$ cat config.mk
export PLATFORM = sky130hd
export DESIGN_NAME = emitter_stream_fifo
export DESIGN_NICKNAME = d
export VERILOG_FILES = /design/src/rtl/emitter_fifo_ram.sv /design/src/rtl/emitter_stream_fifo.sv
export SDC_FILE = /design/constraint.sdc
export NUM_CORES = 1
export LEC_CHECK = 0
export CORE_MARGIN = 5
export CORE_UTILIZATION = 37
export DETAILED_ROUTE_END_ITERATION = 16
export SYNTH_ARGS = -nofsm -noshare
export SYNTH_HDL_FRONTEND = slang
export SYNTH_SLANG_ARGS = --single-unit
$ cat constraint.sdc
create_clock -name i_clk -period 7.9 [get_ports i_clk]
set_clock_uncertainty 0.2 [all_clocks]
set_input_delay 1.58 -clock i_clk [delete_from_list [all_inputs] [get_ports i_clk]]
set_output_delay 1.58 -clock i_clk [all_outputs]
set_load 0.1 [all_outputs]
$ cat src/rtl/emitter_fifo_ram.sv
// Simple dual-port byte store: one synchronous write port, asynchronous read.
// Contents are intentionally left unreset.
module emitter_fifo_ram #(
   parameter int AW = 4
) (
   input  logic          i_clk,
   input  logic          i_we,
   input  logic [AW-1:0] i_waddr,
   input  logic [7:0]    i_wdata,
   input  logic [AW-1:0] i_raddr,
   output logic [7:0]    o_rdata
);
   logic [7:0] r_mem [0:(1<<AW)-1];

   always_ff @(posedge i_clk) begin
      if (i_we) r_mem[i_waddr] <= i_wdata;
   end

   assign o_rdata = r_mem[i_raddr];
endmodule

$ cat src/rtl/emitter_stream_fifo.sv
// Byte FIFO between a valid/ready producer and a CPU strobe/ack read port.
// Data reads pop one byte; status reads report full/empty/overflow/count and clear overflow.
module emitter_stream_fifo #(
   parameter int AW = 4
) (
   input  logic       i_clk,
   input  logic       i_rst,
   input  logic [7:0] i_tdata,
   input  logic       i_tvalid,
   output logic       o_tready,
   input  logic       i_wb_stb,
   input  logic       i_wb_sel,
   output logic [9:0] o_wb_rdt,
   output logic       o_wb_ack,
   output logic       o_overflow
);
   localparam int          DEPTH     = 1 << AW;
   localparam int          CNT_W     = 7;
   localparam int          RDT_FULL  = 9;
   localparam int          RDT_EMPTY = 8;
   localparam int          RDT_OVF   = 7;
   localparam logic [AW:0] FULL_CNT  = (AW+1)'(DEPTH);

   logic [AW-1:0]     r_wr_ptr;
   logic [AW-1:0]     r_rd_ptr;
   logic [AW:0]       r_count;
   logic              r_ack;
   logic              r_overflow;
   logic [9:0]        r_rdt;

   logic              w_full;
   logic              w_empty;
   logic              w_push;
   logic              w_start;
   logic              w_pop;
   logic [7:0]        w_rd_data;
   logic [AW+CNT_W:0] w_cnt_ext;
   logic [9:0]        w_status;

   assign w_full   = (r_count == FULL_CNT);
   assign w_empty  = (r_count == '0);
   assign o_tready = !w_full;
   assign w_push   = i_tvalid & !w_full;
   // Strobe held during the ack cycle must not launch a second read.
   assign w_start  = i_wb_stb & !r_ack;
   assign w_pop    = w_start & !i_wb_sel & !w_empty;

   assign w_cnt_ext = {{CNT_W{1'b0}}, r_count};

   always_comb begin
      w_status            = '0;
      w_status[RDT_FULL]  = w_full;
      w_status[RDT_EMPTY] = w_empty;
      w_status[RDT_OVF]   = r_overflow;
      w_status[CNT_W-1:0] = w_cnt_ext[CNT_W-1:0];
   end

   emitter_fifo_ram #(.AW(AW)) u_ram (
      .i_clk   (i_clk),
      .i_we    (w_push),
      .i_waddr (r_wr_ptr),
      .i_wdata (i_tdata),
      .i_raddr (r_rd_ptr),
      .o_rdata (w_rd_data)
   );

   always_ff @(posedge i_clk) begin
      if (i_rst) begin
         r_wr_ptr <= '0;
         r_rd_ptr <= '0;
         r_count  <= '0;
      end else begin
         if (w_push) r_wr_ptr <= r_wr_ptr + 1'b1;
         if (w_pop)  r_rd_ptr <= r_rd_ptr + 1'b1;
         case ({w_push, w_pop})
            2'b10:   r_count <= r_count + 1'b1;
            2'b01:   r_count <= r_count - 1'b1;
            default: r_count <= r_count;
         endcase
      end
   end

   always_ff @(posedge i_clk) begin
      if (i_rst) begin
         r_ack <= 1'b0;
         r_rdt <= '0;
      end else begin
         r_ack <= w_start;
         if (w_start) begin
            if (i_wb_sel) r_rdt <= w_status;
            else          r_rdt <= {!w_empty, 1'b0, w_rd_data};
         end
      end
   end

   // A drop on the same edge as a status read keeps the flag set.
   always_ff @(posedge i_clk) begin
      if (i_rst)                       r_overflow <= 1'b0;
      else if (i_tvalid & w_full)      r_overflow <= 1'b1;
      else if (w_start & i_wb_sel)     r_overflow <= 1'b0;
   end

   assign o_wb_rdt   = r_rdt;
   assign o_wb_ack   = r_ack;
   assign o_overflow = r_overflow;
endmodule
# Word level (Yosys, flattened, before mapping)

Memories as Yosys holds them, arrays and structs flattened. A register that Yosys moved wholly into a read port is not among the register bits.
Cells that the tools add are included.

Bits of input ports: 13
Register bits: 25
Memories: 1
Word-level logic and storage cells: 35
Output and inout port bits: 13
Memory bits (writable): 128

Memory list:

| memory      | words | bits a word | read ports | clocked after Yosys merged registers in | wr ports | line                   | RTL |
|---|---|---|---|---|---|---|---|
| u_ram.r_mem | 16    | 8           | 1          | 1                                       | 1        | emitter_fifo_ram.sv:13 | `logic [7:0] r_mem [0:(1<<AW)-1];` |

Reductions and logical operators: 7
Add/subtract/negate cells: 4
Multiplexer cells: 8
Bitwise logic cells: 6
Equality and inequality tests: 3

Operator list:

| operator              | count |
|---|---|
| $mux W10              | 1 |
| $pmux W5 S2           | 1 |
| $add A4 B1 Y4 const B | 2 |
| $mux W4               | 2 |
| $and A1 B1 Y1         | 6 |
| $add A5 B1 Y5 const B | 1 |
| $eq A5 B5 Y1 const B  | 1 |
| $logic_not A5 Y1      | 1 |
| $sub A5 B1 Y5 const B | 1 |
| $logic_not A1 Y1      | 4 |
| $mux W1               | 4 |
| $reduce_bool A2 Y1    | 2 |
| $eq A2 B1 Y1 const B  | 1 |
| $eq A2 B2 Y1 const B  | 1 |

# Depth between registers and ports, before layout

Gate-level depths: netlist of the first run.

Depth in word-level cells: 6
Mapped depth: 12
Gate-level depth less buffers: 10

# By module

Synthesis of the first run repeated with hierarchy kept, for this count alone.

Cells, all modules: 353
Area, all modules: 6187.2 um^2

Modules (own cells, without submodules):

| module              | instances | area each (um^2) | cells an instance |
|---|---|---|---|
| emitter_fifo_ram    | 1         | 4987.3           | 221 |
| emitter_stream_fifo | 1         | 1199.9           | 132 |

# Worst setup path after synthesis of the first run

OpenSTA, ideal clock, no wires.

Kind: in2reg
Start: input i_wb_stb
End: register r_count[4]
Required time: 7.577 ns
Slack: 4.012 ns
Buffers on the path: 1
Stages on the path: 10
Arrival time: 3.565 ns
Path through: nand2b_1 a211oi_2 ha_1 buf_2 xor2_1 ha_1 a31o_1 a21oi_1 mux2i_1 mux2_1

Cells in the longest elaborated chain, start to end: 5

Ends and longest elaborated chain:

| element                                           | line                      | RTL |
|---|---|---|
| start: declaration                                | emitter_stream_fifo.sv:11 | `input logic i_wb_stb,` |
| $and A1 B1 Y1 (*)                                 | emitter_stream_fifo.sv:45 | `assign w_start = i_wb_stb & !r_ack;` |
| $and A1 B1 Y1 (*) (2 in series)                   | emitter_stream_fifo.sv:46 | `assign w_pop = w_start & !i_wb_sel & !w_empty;` |
| net w_pop                                         | emitter_stream_fifo.sv:35 | `logic w_pop;` |
| $eq A2 B1 Y1 or $eq A2 B2 Y1 (tied branches)      | emitter_stream_fifo.sv:75 | `case ({w_push, w_pop})` |
| $pmux W5 S2 or $reduce_bool A2 Y1 (tied branches) | -                         |  |
| end signal: assignment                            | emitter_stream_fifo.sv:76 | `2'b10: r_count <= r_count + 1'b1;` |
| end signal: assignment                            | emitter_stream_fifo.sv:77 | `2'b01: r_count <= r_count - 1'b1;` |
| end signal: assignment                            | emitter_stream_fifo.sv:78 | `default: r_count <= r_count;` |
| end: declaration                                  | emitter_stream_fifo.sv:26 | `logic [AW:0] r_count;` |

The timed path passes the listed nets; every way through them passes the cells marked *.
A chain may end at the register's enable or synchronous reset.

# Worst setup path in the final report of the first run

Start: input i_wb_sel
End: register r_count[4]

Cells in the longest elaborated chain, start to end: 5

Ends and longest elaborated chain:

| element                                           | line                      | RTL |
|---|---|---|
| start: declaration                                | emitter_stream_fifo.sv:12 | `input logic i_wb_sel,` |
| $logic_not A1 Y1 (*)                              | emitter_stream_fifo.sv:46 |  |
| $and A1 B1 Y1 (*) (2 in series)                   | emitter_stream_fifo.sv:46 |  |
| net w_pop                                         | emitter_stream_fifo.sv:35 |  |
| $eq A2 B1 Y1 or $eq A2 B2 Y1 (tied branches)      | emitter_stream_fifo.sv:75 |  |
| $pmux W5 S2 or $reduce_bool A2 Y1 (tied branches) | -                         |  |

Marked as above.

==> impl_results.md, run 1 <==
* CTS tree: yes
* Arrival time worst endpoint at 4590 ps
* Initial core utilization at 37.3%
* Rows at 48
* Post-CTS setup buffers at 0
* Post-Layout Inst Area at 7290 sq um
* Worst Hold Class: flop to flop
* Worst Path Max Fanout at 19
* Vias in the first global route at 3387
* Antenna Violating Nets Remaining at 0
* Total number of vias at 3278
* CTS Buffer Depth at 2
* Critical path type: input pin to flop
* Hold-fix buffers at CTS at 0
* Root Buffer: clkbuf_16
* Hold path cells at 2
* Main synth FF type: edfxtp_1
* Synth unique cells at 42
* Initial DRC Count at 237
* HPWL Detailed at 8140 um
* Vias per cell at 5.12
* Number of synthesis warnings at 0
* PD cells at 251 nW/um^2
* Core area at 17100 sq um
* Die height at 141 um
* CP endpoint kind: flop
* Peak supply drop at 150 uV
* Chip width at 141 um
* Area occupied by multi-input gates at 1760 sq um
* RD Place Congestion at 0.755
* Number of antenna violations at the first check in global routing at 0
* Placed cell area at 6780 sq um
* # resized after CTS at 0
* Syn-to-layout area delta at 14.2%
* GRT Util Overall at 13.6%
* Ports at 26
* Slew Limit Fails at 0
* Reg area at 4430 sq um
* Area of the mapped netlist at 6380 sq um
* Min Tclk post-route at 4480 ps
* Drt total wl at 12600 um
* CP Launch Type: input pin
* Sequential share of the synthesized area at 69.4%
* CTS buffer count at 17
* Die Area at 20000 sq um
* Worst path required time at 8010 ps
* Drt wl/cell at 19.7 um
* Port-buffer cells at 25
* First-pass GRT wire length at 19800 um
* RSZ-0062 raised after global routing: no
* Setup TNS at 0 ps
* Synth Area per Inst at 17.0 sq um
* Final Net Count at 423
* Final hold viol count at 0
* EDFF count, synth at 128
* DRT Pass-1 Iters at 4
* Layout fillers at 1514
* Cells after synthesis at 376
* Leakage at 2.35 nW
* Asr flop ratio synth at 0%
* Status: complete, no violations
* Largest net degree at the start of global routing at 33
* Worst Tran Pin Value at 1060 ps
* # DRC at 0
* Fin crit share at 56.8%
* Antenna Cells at 0
* Reg2Reg Depth at 9
* Setup violators final at 0
* Share of layout cells above drive strength 1 at 12.3%
* Slew HR at 28.9%
* Synthesized flop and latch total at 157
* Fmax at 223 MHz
* Overflow after GRT at 0
* Mapped Nets at 397
* Reg clk slew, reported paths at 60 ps
* Clk_lat worst skew at 420 ps
* Maxcap violations at 0
* Number of H-tree levels at 4
* Clk sinks at 157
==> cell type report <==
type,instances,area share [%]
flip-flops and latches,157,60.7
multi-input cells,191,24.1
clock buffers,20,5.99
repair buffers,31,4.05
well taps,225,3.86
clock inverters,12,0.996
inverters,4,0.206
==> cell usage after synthesis, types with 2 or more instances <==
library cell	instances	share of area (%)
inv_1	3	0.18
ha_1	8	1.6
nor2b_1	6	0.59
xor2_1	9	1.2
mux4_1	18	7.4
xnor2_1	2	0.27
mux4_2	14	4.9
buf_12	3	0.94
nand2_1	14	0.82
mux2i_1	3	0.47
nor2_1	45	2.6
nand4_1	2	0.20
nand3_1	5	0.39
a211oi_2	2	0.39
a211oi_1	5	0.59
a22oi_1	16	1.9
edfxtp_1	128	60
buf_4	2	0.24
nor3_1	10	0.78
clkbuf_1	4	0.24
buf_2	12	0.94
dfxtp_1	29	9.1
nand2b_1	4	0.39
a21oi_1	14	1.1
==> state kept, by name, summed over array words and instances (netlist names), named ones only <==
name and cells:
o_wb_ack 1, r_wr_ptr 4, o_overflow 1, r_rd_ptr 4, o_wb_rdt 10, u_ram.r_mem 128, r_count 5
==> cells in the final DEF, fill, tap and decap left out, drive strengths merged, types with 2 or more instances in the layout <==
cell and instances:
edfxtp 128, nor2 45, mux4 32, dfxtp 29, clkdlybuf4s50 25, clkbuf 20, a22oi 16, nand2 14
a21oi 14, nor3 10, xor2 9, ha 8, a211oi 7, nor2b 6, buf 6, clkinv 6
inv 6, nand3 5, nand2b 4, clkinvlp 4, mux2i 3, xnor2 2, nand4 2, nor4 2
==> stage by stage <==
step | total power [W] | instances | utilization [%] | setup WS [ps] | hold slack, ps
floorplan | 0.00110 | 376 | - | 4010 | 272
global placement | 0.00114 | 608 | 39.6 | 3110 | 243
detailed placement | 0.00114 | 608 | 39.6 | 2990 | 257
CTS | 0.00185 | 640 | 42.6 | 3420 | 265
global route | 0.00190 | 640 | 42.6 | 3240 | 301
finish | 0.00183 | 640 | 42.6 | 3420 | 259
==> where the power goes <==
group / internal (W) / switching, W / leakage (nW)
Sequential: 0.000916 / 0.0000170 / 1.39
Combinational: 0.0000728 / 0.000117 / 0.721
Clock: 0.000397 / 0.000311 / 0.237
Total: 0.00139 / 0.000445 / 2.35
==> cells by family after synthesis <==
| kind of cell | Yosys count | synth area share, % |
|---|---|---|
| muxes | 36 | 13.0 |
| AOI/OAI and AO/OA | 44 | 4.81 |
| xor gates and xnor gates | 11 | 1.51 |
| adders and majority gates | 8 | 1.57 |
| buffers and inverters | 28 | 3.06 |
| and+or+nand+nor | 92 | 6.69 |
| DFF | 157 | 69.4 |
==> worst paths after layout <==
| path | from | endpoint | slack (ps) |
|---|---|---|---|
| max | i_wb_sel | r_count[4]$_SDFFE_PP0P_ | 3420 |
| min | o_wb_rdt[8]$_SDFFE_PP0N_ | o_wb_rdt[8]$_SDFFE_PP0N_ | 260 |
| max reg2reg | o_wb_ack$_SDFF_PP0_ | r_count[4]$_SDFFE_PP0P_ | 4670 |
| min reg2reg | o_wb_rdt[8]$_SDFFE_PP0N_ | o_wb_rdt[8]$_SDFFE_PP0N_ | 260 |
==> critical path: stages <==
cell and delay [ps]:
clkdlybuf4s50_1 770, a211oi_2 540, ha_1 440, xor2_1 120, ha_1 210, a31o_1 210, a21oi_1 150, mux2i_1 230
mux2_1 340
==> routing by layer <==
layer / vias up / track usage, % / share of wire, %
met5: - / 0 / 0
met4: 0 / 4.74 / 1.3
met3: 14 / 4.08 / 5.9
met2: 83 / 21.3 / 49
met1: 1654 / 18.0 / 44
li1: 1527 / - / -
(Power assumes the default switching activity.)
==> run 2, diff against run 1 <==
==> constraint.sdc (replaced) <==
create_clock -name i_clk -period 4 [get_ports i_clk]
set_clock_uncertainty 0.2 [all_clocks]
set_input_delay 0.8 -clock i_clk [delete_from_list [all_inputs] [get_ports i_clk]]
set_output_delay 0.8 -clock i_clk [all_outputs]
set_load 0.1 [all_outputs]
==> impl_results.md, run 2 (same netlist as run 1, synthesis figures left out) <==
* Clk_lat worst skew at 420 ps
* Port-buffer cells at 25
* Final hold viol count at 0
* Share of layout cells above drive strength 1 at 16.7%
* Status: complete, no violations
* Die Area at 20000 sq um
* Arrival time worst endpoint at 2320 ps
* Root Buffer: clkbuf_16
* Setup violators final at 0
* Reg area at 4430 sq um
* Worst path required time at 3000 ps
* Drt wl/cell at 19.3 um
* WP buf/inv at 1
* HPWL Detailed at 8380 um
* Worst Tran Pin Value at 1000 ps
* Largest net degree at the start of global routing at 22
* Worst Hold Class: flop to flop
* Vias in the first global route at 3581
* CTS tree: yes
* Fmax at 301 MHz
* Reg with most FFs: u_ram.r_mem
* Die height at 141 um
* # DRC at 0
* RD Place Congestion at 0.742
* CTS Buffer Depth at 2
* Top delay family on crit path: buffers and inverters
* Slowest cell on crit path: clkdlybuf4s50_1
* Slew Limit Fails at 0
* Hold-fix buffers at CTS at 0
* Drt total wl at 12700 um
* Most frequent cells in the layout: edfxtp_1, nor2_1, dfxtp_1
* Slew HR at 33.0%
* Reg clk slew, reported paths at 60 ps
* Number of H-tree levels at 4
* Total number of vias at 3388
* Min Tclk post-route at 3320 ps
* Antenna Violating Nets Remaining at 0
* Setup TNS at 0 ps
* Max reg flops at 128
* Layout fillers at 1488
* Maxcap violations at 0
* # resized after CTS at 0
* PD cells at 533 nW/um^2
* GRT Util Overall at 13.3%
* DRT Pass-1 Iters at 4
* CTS buffer count at 17
* Ports at 26
* Critical path type: flop to output port
* CP Launch Type: flop
* Antenna Cells at 0
* Area occupied by multi-input gates at 1760 sq um
* CP endpoint kind: output port
* Fin crit share at 83.0%
* Vias per cell at 5.16
* Post-CTS setup buffers at 0
* Number of antenna violations at the first check in global routing at 0
* Syn-to-layout area delta at 18.6%
* Initial DRC Count at 294
* Critical path's largest stage delay at 980 ps
* Commonest non-fill, non-tap cell in the layout: edfxtp_1
* Overflow after GRT at 0
* Chip width at 141 um
* Core Util, Final at 44.2%
* RSZ-0062 raised after global routing: no
* Peak supply drop at 345 uV
* Worst Path Max Fanout at 9
* Rows at 48
* Initial core utilization at 37.3%
* Final Net Count at 439
* CP cell instances: nor4_4 -> nand2_1 -> clkdlybuf4s50_1
* Leakage at 2.51 nW
* Core area at 17100 sq um
* First-pass GRT wire length at 19800 um
* Clk sinks at 157
-- run 2: cell count changes in the layout (fill, tap and decap cells not counted), moves of 2 or more --
cell	delta
buf_4	+16
bufinv_16	+6
clkbuf_1	-2
clkinv_1	-3
-- run 2: routing by layer --
layer | track usage, % | wire length (um)
met5 | 0 | 0
met3 | 3.81 | 659
met1 | 16.8 | 5560
met2 | 22.3 | 6330
met4 | 4.18 | 130
-- run 2: where the power goes --
part / leakage, nW / internal, W / total (W) / switching [W]
clock: 0.316 / 0.00117 / 0.00181 / 0.000637
combinational: 0.805 / 0.000150 / 0.000366 / 0.000216
sequential: 1.39 / 0.00181 / 0.00186 / 0.0000492
total: 2.51 / 0.00313 / 0.00403 / 0.000903
-- run 2: tightest hold or removal path, delay by kind of cell (launching register included) --
family / cells / cell delay [ps]
compound gates: 1 / 50
simple gates: 1 / 50
flops: 1 / 310
-- run 2: final cells by class --
type	instances	share of cell area, %
sequential	157	58.5
multi-input combinational	191	23.3
clock buffer	18	5.67
timing repair buffer	47	5.49
tap	225	3.72
clock inverter	14	3.18
inverter	4	0.198
-- run 2: path summary, 6_finish.rpt --
check	startpoint	endpoint	slack, ps	depth (start not counted)
worst max-delay path	r_count[1]$_SDFFE_PP0P_	o_tready	680	3
worst min-delay path	o_wb_rdt[8]$_SDFFE_PP0N_	o_wb_rdt[8]$_SDFFE_PP0N_	260	2
worst max register to register	r_count[1]$_SDFFE_PP0P_	r_count[4]$_SDFFE_PP0P_	1070	9
worst min register to register	o_wb_rdt[8]$_SDFFE_PP0N_	o_wb_rdt[8]$_SDFFE_PP0N_	260	2
-- run 2: stage by stage --
step / instances / hold WS [ps] / power, W / instance area (sq um) / worst slack, ps
after floorplan: 376 / 272 / 0.00217 / 6380 / 783
after global placement: 624 / 241 / 0.00225 / 6900 / 470
after detailed placement: 624 / 254 / 0.00226 / 6900 / 442
after CTS: 656 / 263 / 0.00408 / 7570 / 639
after global routing: 656 / 280 / 0.00418 / 7570 / 582
final: 656 / 262 / 0.00403 / 7570 / 681
==> run 3, diff against run 2 <==
==> constraint.sdc (replaced) <==
create_clock -name i_clk -period 2.65 [get_ports i_clk]
set_clock_uncertainty 0.2 [all_clocks]
set_input_delay 0.53 -clock i_clk [delete_from_list [all_inputs] [get_ports i_clk]]
set_output_delay 0.53 -clock i_clk [all_outputs]
set_load 0.1 [all_outputs]
==> impl_results.md, run 3 (same netlist as run 1, synthesis figures left out) <==
* Fin crit share at 95.7%
* Initial core utilization at 37.3%
* Worst Hold Class: flop to flop
* WP buf/inv at 1
* CTS Buffer Depth at 2
* Leakage at 2.62 nW
* Ports at 26
* Peak supply drop at 576 uV
* Slowest cell on crit path: clkdlybuf4s50_1
* Port-buffer cells at 25
* Clk sinks at 157
* Drt total wl at 12600 um
* Final Net Count at 457
* Worst Tran Pin Value at 580 ps
* Number of H-tree levels at 4
* Core area at 17100 sq um
* Max reg flops at 128
* Total number of vias at 3434
* Maxcap violations at 0
* Overflow after GRT at 0
* Drt wl/cell at 18.7 um
* Vias per cell at 5.09
* Share of layout cells above drive strength 1 at 24.5%
* Critical path's largest stage delay at 490 ps
* Rows at 48
* RSZ-0062 raised after global routing: no
* Status: complete, no violations
* Crit path depth at 10
* Chip width at 141 um
* RD Place Congestion at 0.828
* CP cell instances: clkdlybuf4s50_1 -> nand2b_2 -> a211oi_4 -> ha_4 -> xor2_1 -> ha_2 -> a31o_1 -> a21oi_2 -> mux2i_1 -> mux2_1
* Die Area at 20000 sq um
* DRT Pass-1 Iters at 5
* CP endpoint kind: flop
* PD cells at 764 nW/um^2
* Antenna Cells at 0
* Hold path cells at 2
* Worst path required time at 2750 ps
* Arrival time worst endpoint at 2640 ps
* Reg with most FFs: u_ram.r_mem
* Reg2Reg Depth at 10
* Largest net degree at the start of global routing at 33
* Critical path type: input pin to flop
* Total Power at 0.00587 W
* CTS tree: yes
* Final hold viol count at 0
* GRT Util Overall at 13.4%
* Fmax at 394 MHz
* Reg clk slew, reported paths at 60 ps
* HPWL Detailed at 8110 um
* CP Launch Type: input pin
* Number of antenna violations at the first check in global routing at 0
* Worst Path Max Fanout at 4
* Initial DRC Count at 214
* Antenna Violating Nets Remaining at 0
* # DRC at 0
* Setup violators final at 0
* First-pass GRT wire length at 19900 um
* Commonest non-fill, non-tap cell in the layout: edfxtp_1
* Top delay family on crit path: multiplexers
* Root Buffer: clkbuf_16
* CTS buffer count at 17
* Vias in the first global route at 3526
* Most frequent cells in the layout: edfxtp_1, buf_4, nor2_1
* Min Tclk post-route at 2540 ps
* Clk_lat worst skew at 420 ps
* Die height at 141 um
* Syn-to-layout area delta at 20.3%
* Core Util, Final at 44.8%
* Slew Limit Fails at 0
* Slew HR at 61.3%
[run 3: cell count changes in the layout (fill, tap and decap cells not counted), moves of 3 or more]
cell and delta:
buf_4 +29, bufinv_16 -3, clkdlybuf4s50_1 -13, clkinvlp_4 -3, ha_1 -3
[run 3: stage by stage]
| stage | setup WS, ps | setup TNS, ps | cell area (sq um) | hold slack (ps) | std cells |
|---|---|---|---|---|---|
| final | 114 | 0 | 7680 | 257 | 674 |
| after CTS | 70.4 | 0 | 7640 | 259 | 673 |
| after global placement | -310 | -507 | 7050 | 244 | 641 |
| after floorplan | -29.4 | -29.4 | 6430 | 272 | 376 |
| after detailed placement | -376 | -714 | 7050 | 250 | 641 |
| after global routing | 5.02 | 0 | 7680 | 299 | 674 |
[run 3: cell type report]
class / instances / area [sq um]
Tap cell: 225 / 282
Multi-Input combinational cell: 191 / 1810
Clock buffer: 17 / 425
Clock inverter: 15 / 169
Inverter: 4 / 15.0
Sequential cell: 157 / 4430
Timing Repair Buffer: 65 / 543
Fill cell: 1506 / 9440
[run 3: worst paths after layout]
check / startpoint / endpoint / slack [ps]
max: i_wb_stb / r_count[4]$_SDFFE_PP0P_ / 110
min: o_wb_rdt[9]$_SDFFE_PP0N_ / o_wb_rdt[9]$_SDFFE_PP0N_ / 260
max reg2reg: r_count[0]$_SDFFE_PP0P_ / r_count[4]$_SDFFE_PP0P_ / 120
min reg2reg: o_wb_rdt[9]$_SDFFE_PP0N_ / o_wb_rdt[9]$_SDFFE_PP0N_ / 260
[run 3: worst reg2reg max path, delay by kind of cell (launching register included)]
kind                     cells  cell delay, ps
XOR/XNOR                     1             140
buffers and inverters        2             340
adder cells (fa/ha/maj)      1             190
flip-flops                   1             340
AND/OR/NAND/NOR              1             250
multiplexers                 2             540
AO/OA/AOI/OAI                3             430
[run 3: report_power, final]
group	switching [W]	internal, W	leakage (nW)
Clock	0.000964	0.00148	0.294
Combinational	0.000384	0.000277	0.927
Sequential	0.0000351	0.00273	1.39
Total	0.00138	0.00448	2.62
[run 3: layer usage]
layer | track usage, % | part of all wire [%]
met3 | 3.67 | 4.7
met1 | 17.3 | 44
met2 | 21.1 | 49
met4 | 5.86 | 1.5
met5 | 0 | 0
[run 3: repair_timing]
action	4_1_cts	5_1_grt
setup buffers	0	1
hold buffers	0	0
endpoints found under the setup margin	0	1
resized for setup	0	3
